## config.mk

```make
export PLATFORM = sky130hd
export DESIGN_NAME = tt_sweep_ctrl
export DESIGN_NICKNAME = d
export VERILOG_FILES = /design/src/rtl/tt_sweep_ctrl.sv
export SDC_FILE = /design/constraint.sdc
export NUM_CORES = 1
export LEC_CHECK = 0
export ABC_AREA = 1
export CORE_MARGIN = 4
export CORE_UTILIZATION = 50
export DETAILED_ROUTE_END_ITERATION = 8
export MAX_ROUTING_LAYER = met4
export PLACE_DENSITY = 0.77
export SLEW_MARGIN = 0
export SYNTH_ARGS = -nofsm -noshare
export SYNTH_HDL_FRONTEND = slang
export SYNTH_SLANG_ARGS = --single-unit
```

## constraint.sdc

```tcl
create_clock -name clk -period 1.8 [get_ports clk]
set_clock_uncertainty 0.2 [all_clocks]
set_input_delay 0.36 -clock clk [delete_from_list [all_inputs] [get_ports clk]]
set_output_delay 0.36 -clock clk [all_outputs]
set_load 0.01 [all_outputs]
```

## src/rtl/tt_sweep_ctrl.sv

```systemverilog
// +--------------------------------------------------------------------------+
// | tt_sweep_ctrl: exhaustive input sweep comparing a DUT function to a ref.  |
// | Rev 1.0                                                                   |
// +--------------------------------------------------------------------------+
`default_nettype none

module tt_sweep_ctrl #(
  parameter int NIN = 8
) (
  input  logic           clk,
  input  logic           rst_n,
  input  logic           start,
  input  logic           abort,
  input  logic [3:0]     settle_cfg,
  output logic [NIN-1:0] x_out,
  input  logic           y_dut,
  input  logic           y_ref,
  output logic           busy,
  output logic           done,
  output logic           pass,
  output logic [NIN:0]   onset_cnt,
  output logic [NIN:0]   mism_cnt,
  output logic [NIN-1:0] first_mism,
  output logic           first_mism_vld
);

  typedef enum logic [1:0] {
    S_IDLE   = 2'd0,
    S_RUN    = 2'd1,
    S_FINISH = 2'd2
  } state_t;

  state_t         state_q;
  logic [NIN-1:0] x_q;
  logic [3:0]     cfg_q;
  logic [3:0]     cnt_q;
  logic           busy_q;
  logic           done_q;
  logic           pass_q;
  logic [NIN:0]   onset_q;
  logic [NIN:0]   mism_q;
  logic [NIN-1:0] fm_q;
  logic           fm_vld_q;

  logic w_last;
  logic w_mism;

  assign w_last = &x_q;
  assign w_mism = y_dut ^ y_ref;

  always_ff @(posedge clk) begin
    if (!rst_n) begin
      state_q  <= S_IDLE;
      x_q      <= '0;
      cfg_q    <= '0;
      cnt_q    <= '0;
      busy_q   <= 1'b0;
      done_q   <= 1'b0;
      pass_q   <= 1'b0;
      onset_q  <= '0;
      mism_q   <= '0;
      fm_q     <= '0;
      fm_vld_q <= 1'b0;
    end else begin
      done_q <= 1'b0;
      case (state_q)
        S_IDLE: begin
          // start together with abort is treated as no request at all
          if (start && !abort) begin
            state_q  <= S_RUN;
            busy_q   <= 1'b1;
            x_q      <= '0;
            cfg_q    <= settle_cfg;
            cnt_q    <= settle_cfg;
            pass_q   <= 1'b0;
            onset_q  <= '0;
            mism_q   <= '0;
            fm_q     <= '0;
            fm_vld_q <= 1'b0;
          end
        end
        S_RUN: begin
          if (abort) begin
            state_q <= S_IDLE;
            busy_q  <= 1'b0;
            pass_q  <= 1'b0;
          end else if (cnt_q != 4'd0) begin
            cnt_q <= cnt_q - 4'd1;
          end else begin
            onset_q <= onset_q + {{NIN{1'b0}}, y_dut};
            mism_q  <= mism_q + {{NIN{1'b0}}, w_mism};
            if (w_mism && !fm_vld_q) begin
              fm_q     <= x_q;
              fm_vld_q <= 1'b1;
            end
            // the final vector holds so x_out never wraps back to zero
            if (w_last) begin
              state_q <= S_FINISH;
              busy_q  <= 1'b0;
              done_q  <= 1'b1;
            end else begin
              x_q   <= x_q + 1'b1;
              cnt_q <= cfg_q;
            end
          end
        end
        S_FINISH: begin
          state_q <= S_IDLE;
          pass_q  <= (mism_q == '0);
        end
        default: begin
          state_q <= S_IDLE;
          busy_q  <= 1'b0;
        end
      endcase
    end
  end

  assign x_out          = x_q;
  assign busy           = busy_q;
  assign done           = done_q;
  assign pass           = pass_q;
  assign onset_cnt      = onset_q;
  assign mism_cnt       = mism_q;
  assign first_mism     = fm_q;
  assign first_mism_vld = fm_vld_q;

endmodule

`default_nettype wire

```

; ---- After elaboration in Yosys (flattened, before gate mapping)
; Cells that the tools add are included.
[word_totals]
reg_bits = 48
latch_bits = 0
ramBits = 0
romBits = 0
in_bits = 10
output_inout_bits = 38
elab_cells = 88
n_memories = 0
[classes]
addsub = 4
mul = 0
div = 0
order_cmp = 0
n_eq_ne = 11
shifts = 0
mux = 39
bitwise = 4
n_reduce_logical = 19
[ops]
columns = operator, count
row1 = $mux W8, 7
row2 = $mux W9, 5
row3 = $pmux W9 S2, 2
row4 = $pmux W8 S2, 2
row5 = $add A9 B1 Y9, 2
row6 = $mux W4, 4
row7 = $ne A2 B2 Y1 const B, 6
row8 = $reduce_and A4 Y1, 3
row9 = $mux W1, 10
row10 = $reduce_and A5 Y1, 2
row11 = $logic_not A9 Y1, 1
row12 = $ne A3 B3 Y1 const B, 3
row13 = $add A8 B1 Y8 const B, 1
row14 = $mux W2, 4
row15 = $pmux W4 S2, 1
row16 = $reduce_and A8 Y1, 1
row17 = $pmux W1 S3, 2
row18 = $reduce_and A3 Y1, 2
row19 = $pmux W2 S2, 1
row20 = $reduce_bool A4 Y1, 1
row21 = $reduce_or A4 Y1, 1
row22 = $sub A4 B1 Y4 const B, 1
row23 = $not A1 Y1, 3
row24 = $reduce_bool A3 Y1, 1
row25 = other kinds (9), 11

; ---- Depth between registers and ports, before layout
[depth]
depth_word = 6
ltp_mapped = 12
depth_no_buf = 12

; ---- Worst setup path before layout
; OpenSTA, ideal clock, no wires.
[synth_timing]
kind = reg2reg
from = register x_q[1], in the netlist x_out[1]
to = register x_q[7], in the netlist x_out[7]
arrival_ps = 1319
slack_ps = 168
stages_incl_launch_ff = 10
n_path_buf = 1
synth_period_minus_slack_ps = 1632
cell_sequence = dfxtp_1 -> ha_1 -> nand2_1 -> nor2_1 -> nand3_1 -> buf_4 -> nand3_1 -> nand2_1 -> nand2_1 -> nor2_1
[synth_between]
elab_chain_len = 5
elab_cells_between_ends = 8
cone_classes = 1 x add/sub / 1 x eq/ne / 4 x mux / 2 x reduce/logical
[synth_rtl]
columns = element, line_no
row1 = start: declaration, 34  ; logic [NIN-1:0] x_q;
row2 = start signal: assignment, 102  ; x_q <= x_q + 1'b1;
row3 = $add A8 B1 Y8, 102
row4 = $mux W8, 97  ; if (w_last) begin
row5 = $mux W8, 87  ; end else if (cnt_q != 4'd0) begin
row6 = $mux W8, 83  ; if (abort) begin
row7 = $pmux W8 S2, 66  ; case (state_q)
; Parallel ways exist; a longest one is shown, timed or not. The select of a mux whose other input is x is not followed.
; A chain may end at the register's enable or synchronous reset.

; ---- Worst setup path in the final report
[layout_timing]
from = register mism_q[8], in the netlist mism_cnt[8]
to = output port mism_cnt[8]
[layout_lines]
columns = element, line_no
row1 = start: declaration, 41  ; logic [NIN:0] mism_q;
row2 = start signal: assignment, 91  ; mism_q <= mism_q + {{NIN{1'b0}}, w_mism};
row3 = end: declaration, 22  ; output logic [NIN:0] mism_cnt,
; No word-level cell between the ends.

==> flow_metrics.py <==
metrics = {
    "status": {
        "status": "finished, final reports clean",
    },
    "yosys": {
        "synthAdderAreaFrac_pct": 2.83,
        "syn-num-nets": 418,
        "synth_area_leaders": "dfxtp_1 (36%), nand2_1 (17%), inv_1 (6.9%), nor2_1 (6.9%), nand3_1 (5.7%)",
        "async_flop_share_pct": 0,
        "ys_seq_area_share_pct": 36.3,
        "yosysTopAreaCell": "dfxtp_1",
        "muxShareOfSynthArea_pct": 0,
        "synth_most_common_cell": "nand2_1",
        "yosys_warnings": 0,
        "synth_flop_cell": "dfxtp_1",
        "synth_cell_types": 28,
        "synth-xor-area-share_pct": 0,
        "ys_top_cells_by_count": "nand2_1 (117), inv_1 (49), nor2_1 (49)",
        "netlist_area_mm2": 0.00265,
        "synth_cells": 402,
        "synth-edff-count": 0,
        "avgSynthCellArea_um2": 6.59,
        "synth_compound_area_share_pct": 8.64,
        "synth_top_cell_area_share_pct": 36.3,
        "yosys_register_bits": 48,
        "synth-simple-area-share_pct": 41.5,
        "synth_top_family_by_area": "simple AND/OR/NAND/NOR gates",
    },
    "min_path": {
        "min_from": "first_mism[2]$_SDFFE_PN0P_",
        "min_path_type": "reg -> reg",
    },
    "clocking": {
        "cts_buffers": 5,
        "clk_latency_ps": 310,
        "cts_num_sinks": 48,
        "cts_hold_buffers": 0,
        "htreeDepth": 2,
        "cts_tree": "done",
        "cts-root-buf": "clkbuf_8",
        "clk_pin_slew_ps": 100,
        "max-clock-path-buffers": 2,
    },
    "setup_path": {
        "startpoint_type": "flop",
        "startpoint": "mism_cnt[8]$_SDFFE_PN0P_",
        "path_cells": "clkdlybuf4s50_1",
        "required_ps": 1240,
        "cp_slowest_cell": "clkdlybuf4s50_1",
        "critPathKind": "reg -> out",
        "cp_num_buf_inv": 1,
        "end_kind": "primary output",
        "r2r-start": "state_q[0]$_SDFFE_PN0P_",
        "path_max_fanout": 4,
        "cpPeakStageDelay_ps": 530,
        "cp_top_family": "buffers and inverters",
        "crit_arrival_ps": 1200,
    },
    "flow_run": {
        "drv_cap": 0,
    },
    "grt": {
        "grt_overflow": 0,
        "grt_max_degree": 26,
        "grtUsageTotal_pct": 23.2,
        "grt_pass1_vias": 2729,
        "antenna_found_initial": 0,
        "grt_pass1_wl_um": 11700,
    },
    "power": {
        "total_power_mw": 2.28,
        "swShare_pct": 26.9,
        "pwr-share-seq_pct": 48.1,
        "powerDensity_mw_per_mm2": 618,
        "p_switching_mw": 0.614,
        "clkPwrFrac_pct": 34.7,
        "p_leak_nw": 1.83,
        "cellInternalPower_mw": 1.67,
        "vdd_ir_drop_max_mv": 0.406,
        "combPwrFrac_pct": 17.1,
    },
    "timing": {
        "finalHoldViolCount": 0,
        "min_period_ps": 1760,
        "slew_violations": 0,
        "relSlewSlack_pct": 76.3,
        "setup_viol": 0,
        "fin_tns_setup_ps": 0,
        "fmax_ghz": 0.569,
        "tightest_slew_ps": 355,
        "finalCritPeriodShare_pct": 97.6,
    },
    "finish": {
        "stdcell_count": 555,
        "syn_to_final_growth_pct": 39.3,
        "drive_gt1_share_pct": 18.1,
        "diodes": 0,
        "nets": 500,
        "stdcell_area_mm2": 0.00369,
    },
    "routing": {
        "antenna_left": 0,
        "dr.pass1.iters": 4,
        "wl_per_cell_um": 12.8,
        "detail_route.wirelength_um": 7110,
        "post-route-drc-count": 0,
        "drt_iter0_markers": 122,
        "dr_total_vias": 2798,
        "vias_per_cell": 5.04,
    },
    "floorplan": {
        "rows": 26,
        "core-area_mm2": 0.00511,
        "dieArea_mm2": 0.00653,
        "dieHeight_um": 80.8,
        "die_w_um": 80.8,
        "initial_core_util_pct": 51.9,
        "num_io_pins": 48,
    },
    "place": {
        "post-dp-hpwl_um": 5020,
        "placedInstanceArea_mm2": 0.00342,
        "place.port_buffers": 47,
        "post-place-cells": 541,
        "place_congestion": 0.862,
    },
}
routing by layer:
layer / wire (um) / vias to the layer above / global-route usage, %
met3: 352 / 16 / 4.21
met4: 116 / 0 / 8.78
met1: 3050 / 1260 / 27.3
met5: 0 / - / -
li1: - / 1452 / -
met2: 3590 / 70 / 39.5
cell families after synthesis:
logic type | Yosys count
compound gates | 44
fa+ha+maj | 6
buf+inv | 65
flops | 48
simple gates | 239
final cells by class:
type	count	area [um^2]
clock inverters	3	42.5
repair buffers	87	860
well taps	70	87.6
inverters	53	201
multi-input cells	289	1460
clock buffers	5	68.8
flip-flops and latches	48	972
fillers	438	1420
what timing repair did:
item / in CTS / in global routing
setup buffers: 0 / 5
gates cloned: 0 / 1
endpoints found under the setup margin: 28 / 48
pin swaps: 1 / 7
resized for setup: 29 / 30
per-stage QoR:
| step | util (%) | hold slack, ps | worst slack (ps) |
|---|---|---|---|
| global route | 72.3 | 286 | -36.7 |
| detailed placement | 66.9 | 253 | -494 |
| finish | 72.3 | 265 | 43.3 |
| floorplan | - | 278 | 168 |
| CTS | 68.9 | 267 | -77.3 |
| global placement | 66.9 | 246 | -399 |
path summary, 6_finish.rpt:
check	slack [ps]	depth (start not counted)	to
setup / recovery	40	1	mism_cnt[8]
hold / removal	260	2	first_mism[2]$_SDFFE_PN0P_
setup reg to reg	110	7	mism_cnt[6]$_SDFFE_PN0P_
hold reg to reg	260	2	first_mism[2]$_SDFFE_PN0P_
registers in the layout (all words and copies together), names as in the netlist:
register / flops
busy: 1
done: 1
cnt_q: 4
x_out: 8
onset_cnt: 9
first_mism_vld: 1
state_q: 2
mism_cnt: 9
first_mism: 8
cfg_q: 4
pass: 1
placed cells by master (no fill, tap or decap), types with 5 or more instances in the layout:
cell and count:
a21oi_1 26, buf_12 5, buf_4 33, clkbuf_8 5
clkdlybuf4s50_1 17, dfxtp_1 39, dfxtp_2 9, dlygate4sd2_1 18
dlymetal6s2s_1 11, inv_1 46, inv_2 6, nand2_1 114
nand3_1 29, nand4_1 21, nor2_1 47, nor2_4 6
nor3_1 8, o21ai_0 13
power by group through the flow:
| stage | combinational (mW) | clock [mW] | sequential (mW) |
|---|---|---|---|
| global route | 0.431 | 0.847 | 1.10 |
| global placement | 0.332 | 0 | 1.12 |
| detailed placement | 0.340 | 0 | 1.12 |
| floorplan | 0.210 | 0 | 1.12 |
| CTS | 0.339 | 0.803 | 1.10 |
| finish | 0.391 | 0.792 | 1.10 |
Power figures use the tool's default switching activity.
==> RTL change: new RTL, config.mk and constraints unchanged <==
`NIN`: 8 -> 16.
--- a/src/rtl/tt_sweep_ctrl.sv
+++ b/src/rtl/tt_sweep_ctrl.sv
@@ -5,7 +5,7 @@
 `default_nettype none
 
 module tt_sweep_ctrl #(
-  parameter int NIN = 8
+  parameter int NIN = 16
 ) (
   input  logic           clk,
   input  logic           rst_n,
Ports: changed (resized first_mism, mism_cnt, onset_cnt and x_out); port bits go from 48 to 80. The function was not compared with the original's and may differ.
==> RTL change against the unedited design <==
The run now ends with negative setup slack left. Die area up 55%. Wire length up 100%. Final area up 77%. Maximum frequency down 7.1%. Synthesized area up 62%. Via count up 85%. Sequential cell count up 32. Setup slack worse by 0.13 ns. Total power up 95%. Largest power group unchanged. Highest routed layer unchanged.
==> RTL change: results (changes against the unedited design) <==
| Metric | Value |
|---|---|
| GRT Total Usage | 0.258 (+0.0262) |
| Cell total after placement | 887 (+64%) |
| Synth unique cells | 38 (+36%) |
| Vias per cell | 5.57 (+10%) |
| Adder-Cell Fraction of Synth Area | 0.0175 (-0.0108) |
| Crit path max-delay family | simple AND/OR/NAND/NOR gates |
| Wl on met1 | 5.88 mm (+93%) |
| Routed vias | 5165 (+85%) |
| Compound-Gate Fraction of Synth Area | 0.113 (+0.0264) |
| CTS Buf Count | 9 (+4) |
| Critical Path AT | 1.97 ns (+0.77 ns) |
| Met3 usage | 0.0388 (-0.00337) |
| Max IR drop VDD | 0.000551 V (+35%) |
| Start point of the critical path | state_q[1] |
| Synth Area in XOR/XNOR | 0.00816 (+0.00816) |
| Worst r2r src | state_q[1] |
| Status | finished, violations left |
| Layout cell share with drive strength beyond 1 | 0.289 (+0.108) |
| Final hold slack | 0.252 ns (-0.0128 ns) |
| Hold_sp | cfg_q[2] |
| Final #Nets | 834 (+67%) |
| Crit path max-delay cell type | dfxtp_1 |
| Global-route wire length before repair | 20.7 mm (+78%) |
| Register area share after synthesis | 0.373 (+0.0104) |
| GR Util met1 | 0.323 (+0.0496) |
| Final setup vio count | 31 (+31) |
| Final TNS setup | -1.21 ns (-1.21 ns) |
| Max-Slew Margin vs Limit | 0.729 (-0.0336) |
| Synth Area per Inst | 6.52 µm² (-1.0%) |
| PortBufs | 79 (+68%) |
| Hpwl dp | 8.84 mm (+76%) |
| Failing checks | negative setup slack |
| GPL Wtd Cong | 0.921 (+6.8%) |
| Hold endpoint | cfg_q[2] |
| Crit Path Max Fanout | 8 (+4) |
| List of most frequent post-synthesis cells | nand2_1 (199), dfxtp_1 (80), nor2_1 (80), inv_1 (72), a21oi_1 (59) |
| Post-synthesis mux area share | 0.00233 (+0.00233) |
| Vias in the first global route | 4545 (+67%) |
| Dpl ws | -0.700 ns (-0.205 ns) |
| Met2 GRT Util | 0.414 (+0.0193) |
| Crit path capture | first_mism[7] |
| Setup ws final | -0.0904 ns (-0.134 ns) |
RTL change: where the power goes:
| part | total [µW] | switching (µW) | internal (µW) |
|---|---|---|---|
| Combinational | 822 | 455 | 368 |
| Clock | 1800 | 699 | 1100 |
| Sequential | 1820 | 24.9 | 1800 |
RTL change: tightest hold or removal path, stage by stage, from the launching register on:
cell,delay (ns)
dfxtp_1,0.30
inv_1,0.06
a21oi_1,0.05
RTL change: layout make-up:
cell class | count | area, µm²
fill | 572 | 1770
clock buffer | 11 | 141
multi-input combinational | 485 | 2670
tap | 105 | 131
clock inverter | 5 | 128
inverter | 75 | 285
sequential | 80 | 1640
timing repair buffer | 167 | 1530
RTL change: logic make-up after synthesis:
kind of cell / Yosys count
compound gates: 90
xor+xnor: 4
fa+ha+maj: 6
buf+inv: 95
flops: 80
mux: 1
simple gates: 382
RTL change: what timing repair did:
action	4_1_cts	5_1_grt
setup buffers	8	11
endpoints found under the setup margin	127	76
gates cloned	3	3
pin swaps	17	51
resized for setup	124	106
